===== src/rtl/instr_fetch_unit.sv =====
// ---------------------------------------------------------------------------
// instr_fetch_unit
//
// Sequential instruction-fetch front end. It holds the PC, issues one word
// read at a time to instruction memory (req/ready + rvalid), buffers the
// returned words in a 2-entry FIFO, and presents the head entry to decode
// with valid/stall flow control. A taken branch flushes the buffer and
// redirects the PC. If a read is still in flight when the branch arrives,
// its response is marked to be dropped.
//
// Ports
//   clk, reset      : rising-edge clock, synchronous active-high reset
//   imem_req        : read request (only in FETCH with buffer space)
//   imem_addr       : word address of the request, bits[1:0] always 0
//   imem_ready      : memory accepts the request this cycle
//   imem_rvalid     : read data valid, one per accepted request
//   imem_rdata      : returned instruction word
//   branch_taken    : redirect fetch this cycle
//   branch_target   : redirect PC, low two bits forced to 0
//   stall           : decode cannot take the head instruction this cycle
//   instrWord       : head instruction, 32'h0 (nop) when not valid
//   instr_valid     : buffer head is valid
//   instr_pc        : PC of instrWord, 0 when not valid
// ---------------------------------------------------------------------------
module instr_fetch_unit #(
    parameter logic [31:0] RESET_PC  = 32'h0000_0000,
    parameter int          BUF_DEPTH = 2
) (
    input  logic        clk,
    input  logic        reset,
    output logic        imem_req,
    output logic [31:0] imem_addr,
    input  logic        imem_ready,
    input  logic        imem_rvalid,
    input  logic [31:0] imem_rdata,
    input  logic        branch_taken,
    input  logic [31:0] branch_target,
    input  logic        stall,
    output logic [31:0] instrWord,
    output logic        instr_valid,
    output logic [31:0] instr_pc
);

    typedef enum logic [1:0] {
        S_FETCH = 2'd0,
        S_WAIT  = 2'd1,
        S_HOLD  = 2'd2
    } state_t;

    state_t      state_q, state_d;
    logic [31:0] pc_q, pc_d;
    logic [31:0] req_pc_q, req_pc_d;
    logic        drop_q, drop_d;
    logic [1:0]  count_q, count_d;
    logic        rd_ptr_q, rd_ptr_d;
    logic        wr_ptr_q, wr_ptr_d;

    logic [31:0] buf_word_q [BUF_DEPTH];
    logic [31:0] buf_pc_q   [BUF_DEPTH];

    logic head_valid;
    logic not_full;
    logic handshake;
    logic push;
    logic pop;

    assign head_valid = (count_q != 2'd0);
    assign not_full   = (count_q < 2'd2);
    assign handshake  = (state_q == S_FETCH) && not_full && imem_ready;

    // A branch takes priority: it suppresses both the pop and any push.
    assign pop  = head_valid && !stall && !branch_taken;
    assign push = (state_q == S_WAIT) && imem_rvalid && !drop_q && !branch_taken;

    always_comb begin
        state_d  = state_q;
        pc_d     = pc_q;
        req_pc_d = req_pc_q;
        drop_d   = drop_q;
        rd_ptr_d = rd_ptr_q;
        wr_ptr_d = wr_ptr_q;
        count_d  = count_q + {1'b0, push} - {1'b0, pop};

        if (push) begin
            wr_ptr_d = ~wr_ptr_q;
        end
        if (pop) begin
            rd_ptr_d = ~rd_ptr_q;
        end

        unique case (state_q)
            S_FETCH: begin
                if (!not_full) begin
                    state_d = S_HOLD;
                end else if (imem_ready) begin
                    state_d  = S_WAIT;
                    req_pc_d = pc_q;
                end
            end
            S_WAIT: begin
                if (imem_rvalid) begin
                    if (drop_q) begin
                        // Response to a request issued before a redirect.
                        drop_d  = 1'b0;
                        state_d = S_FETCH;
                    end else begin
                        pc_d    = req_pc_q + 32'd4;
                        state_d = (count_d < 2'd2) ? S_FETCH : S_HOLD;
                    end
                end
            end
            S_HOLD: begin
                if (count_d < 2'd2) begin
                    state_d = S_FETCH;
                end
            end
            default: begin
                state_d = S_FETCH;
            end
        endcase

        if (branch_taken) begin
            count_d  = 2'd0;
            rd_ptr_d = 1'b0;
            wr_ptr_d = 1'b0;
            pc_d     = branch_target & ~32'h3;
            if (state_q == S_WAIT && !imem_rvalid) begin
                // Old read still in flight: drop its response when it lands.
                drop_d  = 1'b1;
                state_d = S_WAIT;
            end else if (state_q == S_WAIT) begin
                drop_d  = 1'b0;
                state_d = S_FETCH;
            end else if (handshake) begin
                // The request accepted this cycle is for the old path.
                drop_d  = 1'b1;
                state_d = S_WAIT;
            end else begin
                state_d = S_FETCH;
            end
        end
    end

    always_ff @(posedge clk) begin
        if (reset) begin
            state_q  <= S_FETCH;
            pc_q     <= RESET_PC;
            req_pc_q <= RESET_PC;
            drop_q   <= 1'b0;
            count_q  <= 2'd0;
            rd_ptr_q <= 1'b0;
            wr_ptr_q <= 1'b0;
        end else begin
            state_q  <= state_d;
            pc_q     <= pc_d;
            req_pc_q <= req_pc_d;
            drop_q   <= drop_d;
            count_q  <= count_d;
            rd_ptr_q <= rd_ptr_d;
            wr_ptr_q <= wr_ptr_d;
        end
    end

    // Buffer storage needs no reset: count_q qualifies every read.
    generate
        for (genvar gi = 0; gi < BUF_DEPTH; gi++) begin : g_buf
            always_ff @(posedge clk) begin
                if (push && (wr_ptr_q == 1'(gi))) begin
                    buf_word_q[gi] <= imem_rdata;
                    buf_pc_q[gi]   <= req_pc_q;
                end
            end
        end
    endgenerate

    // Outputs are forced to their idle values while reset is asserted.
    assign imem_req    = (state_q == S_FETCH) && not_full && !reset;
    assign imem_addr   = reset ? RESET_PC : pc_q;
    assign instr_valid = head_valid && !reset;
    assign instrWord   = instr_valid ? buf_word_q[rd_ptr_q] : 32'h0;
    assign instr_pc    = instr_valid ? buf_pc_q[rd_ptr_q] : 32'h0;

endmodule

===== config.mk =====
export PLATFORM = sky130hd
export DESIGN_NAME = instr_fetch_unit
export DESIGN_NICKNAME = d
export VERILOG_FILES = /design/src/rtl/instr_fetch_unit.sv
export SDC_FILE = /design/constraint.sdc
export NUM_CORES = 1
export LEC_CHECK = 0
export CAP_MARGIN = 20
export CORE_MARGIN = 8
export CORE_UTILIZATION = 45
export DETAILED_ROUTE_END_ITERATION = 10
export PLACE_DENSITY = 0.75
export REMOVE_ABC_BUFFERS = 1
export SYNTH_ARGS = -nofsm -noshare
export SYNTH_HDL_FRONTEND = slang
export SYNTH_SLANG_ARGS = --single-unit

===== constraint.sdc =====
create_clock -name clk -period 5.64 [get_ports clk]
set_input_delay 1.128 -clock clk [delete_from_list [all_inputs] [get_ports clk]]
set_output_delay 1.128 -clock clk [all_outputs]
set_load 0.02 [all_outputs]

==> flow_summary.toml <==
[outcome]
status = "finished, final reports clean"

[flow_run]
drv_cap = 0

[sta]
tns_ns = 0
fin_crit_ns = 4.44
rsz0062_at_grt = "false"
finalCritPeriodShare_pct = 78.8
tightest_slew_ns = 0.931
maxClockFrequency_mhz = 225
slew_headroom_pct = 37.9
drv_slew = 0
fin_skew_ns = 0.00826
setup_violations = 0
finalHoldViolations = 0

[place]
place.gp.congestion = 0.768
port_buffers = 165
place_area_um2 = 10600
dp_hpwl_um = 13600

[clock_network]
clkLatencyLatePin_ns = 0.43
htree_levels = 4
clkTransAtPathRegs_ns = 0.07
post_cts_buffers = 0
cts_max_path_buffers = 2
cts_resized = 0
ctsHoldBuffers = 0
cts_tree = "built"
cts_root_buf = "clkbuf_16"
clock-sinks = 200
cts_made_buffers = 17

[synth]
netlist_instances = 783
synth_area_per_cell_um2 = 11.1
synth_edf_count = 128
synth_seq_cells = 200
ys_seq_area_share_pct = 60.7
synth_area_um2 = 8710
ys_async_sr_fraction_pct = 0
yosysWarnings = 0
synth_flop_cell = "edfxtp_1"
synth.distinct_cells = 55

[floorplan]
pin_count = 168
row_count = 51
die_height_um = 155
fp.dieW_um = 155
start_util_pct = 45.3
core-area_um2 = 19200
die_area_um2 = 24100

[route]
vias = 6296
firstDrtPassIters = 5
drtAntennaViolNets = 0
wl_per_cell_um = 17.7
drt-total-wl_um = 21200
drcViolationCount = 0
viasPerCell = 5.25
drt_iter0_drc = 354

[worst_setup_path]
crit_required_ns = 4.51
end_kind = "primary output"
worstPathCellList = "buf_4 -> or2_2 -> buf_4 -> nor2_1 -> clkdlybuf4s50_1"
start_kind = "primary input"
crit_path_start = "reset"
path_buf_inv = 3
crit_fanout = 43
crit_type = "in2out"
cp_top_family = "buffers and inverters"
worstPathArrival_ns = 3.31
r2r-start = "state_q[0]$_SDFFE_PP0P_"
cp_slowest_cell = "or2_2"
slowest_delay_ns = 0.59
cp_common_cell = "buf_4"

[pwr]
power_density_nw_per_um2 = 271
peakVddDrop_mv = 0.218
total_leakage_power_nw = 3.48

[final_layout]
fin_nets = 995
n_fill_cell = 1624
final_common_cell = "clkdlybuf4s50_1"
drive_above_1_share_pct = 6.00
final_area_um2 = 11200
num_antenna_cells = 0
postLayoutCoreUtil_pct = 58.1
mostFrequentLayoutCells = "clkdlybuf4s50_1, edfxtp_1, nand2_1"
syn2layout_area_growth_pct = 28.2

[global_route]
met1_usage_pct = 23.0
grt_pass1_wl_um = 32900
top_usage_layer = "met2"
grt_util_met2_pct = 28.6
grt_max_degree = 65
antenna_found_initial = 0
grt_util_met3_pct = 4.11
grt_util_all_layers_pct = 17.6
grt.overflow.total = 0
grt_pass1_vias = 5973

[hold_path]
min_path_type = "reg2reg"
min_from = "pc_q[14]$_SDFFE_PP0P_"
-- per-stage QoR --
step,setup WS (ns),total power [mW],cells,hold WS (ns)
finish,1.20,3.02,1199,0.459
detailed placement,1.13,1.86,1168,0.449
floorplan,-0.442,1.73,727,0.429
global placement,1.18,1.86,1168,0.446
global route,1.01,3.13,1199,0.487
CTS,1.14,3.04,1199,0.458
-- power by group --
group	switching (mW)	total [mW]	leakage (nW)	internal (mW)
clock	0.540	1.19	0.274	0.654
sequential	0.0285	1.61	1.67	1.59
combinational	0.109	0.214	1.54	0.105
total	0.678	3.02	3.48	2.34
-- per-layer routing --
layer | vias to the layer above | share of wire [%]
met3 | 19 | 5.0
met5 | - | 0
met1 | 2990 | 46
met4 | 0 | 1.3
met2 | 177 | 47
li1 | 3110 | -
-- area by class of cell --
type / count / area [um^2] / share of cell area [%]
clock buffers: 17 / 425 / 3.81
clock inverters: 14 / 150 / 1.34
inverters: 10 / 37.5 / 0.336
multi-input cells: 517 / 3190 / 28.6
flip-flops and latches: 200 / 5290 / 47.4
well taps: 265 / 332 / 2.97
repair buffers: 176 / 1740 / 15.6
-- synth_stat cells, types with 10 or more instances --
cell type,n,share of area [%]
a21oi_1,47,2.7
a22oi_1,13,1.1
clkbuf_1,40,1.7
dfxtp_1,72,17
edfxtp_1,128,44
inv_1,10,0.43
mux2i_1,65,7.5
nand2_1,96,4.1
nand3_1,17,0.98
nand4_1,10,0.72
nor2_1,82,3.5
nor2b_1,49,3.5
o211ai_1,17,1.5
or4_1,11,0.95
-- logic make-up after synthesis --
group / synth area share, %
and+or+nand+nor: 18.2
DFF: 60.7
AOI/OAI and AO/OA: 9.27
buffers and inverters: 3.02
muxes: 7.47
xor gates and xnor gates: 0.905
adders and majority gates: 0.431
-- worst register-to-register path, stage by stage (launching register included) --
cell and delay (ns):
dfxtp_1 0.48, nor4bb_4 0.24, buf_4 0.27, nand2b_1 0.26, ha_1 0.36, inv_1 0.04
ha_1 0.18, xor2_1 0.18, or2_2 0.33, a31o_2 0.21, a21oi_1 0.13
-- path summary, 6_finish.rpt --
path / to / slack, ns / cells past startpoint
hold reg to reg: req_pc_q[14]$_SDFFE_PP0P_ / 0.46 / 2
hold / removal: req_pc_q[14]$_SDFFE_PP0P_ / 0.46 / 2
setup / recovery: instrWord[27] / 1.20 / 5
setup reg to reg: state_q[1]$_SDFFE_PP0P_ / 2.90 / 10
-- sequential cells by signal (all words and copies together), names as in the netlist, named ones only --
register	cells
buf_pc_q	64
buf_word_q	64
pc_q	32
req_pc_q	32
count_q	2
state_q	2
drop_q	1
rd_ptr_q	1
wr_ptr_q	1
(Power assumes the default switching activity.)
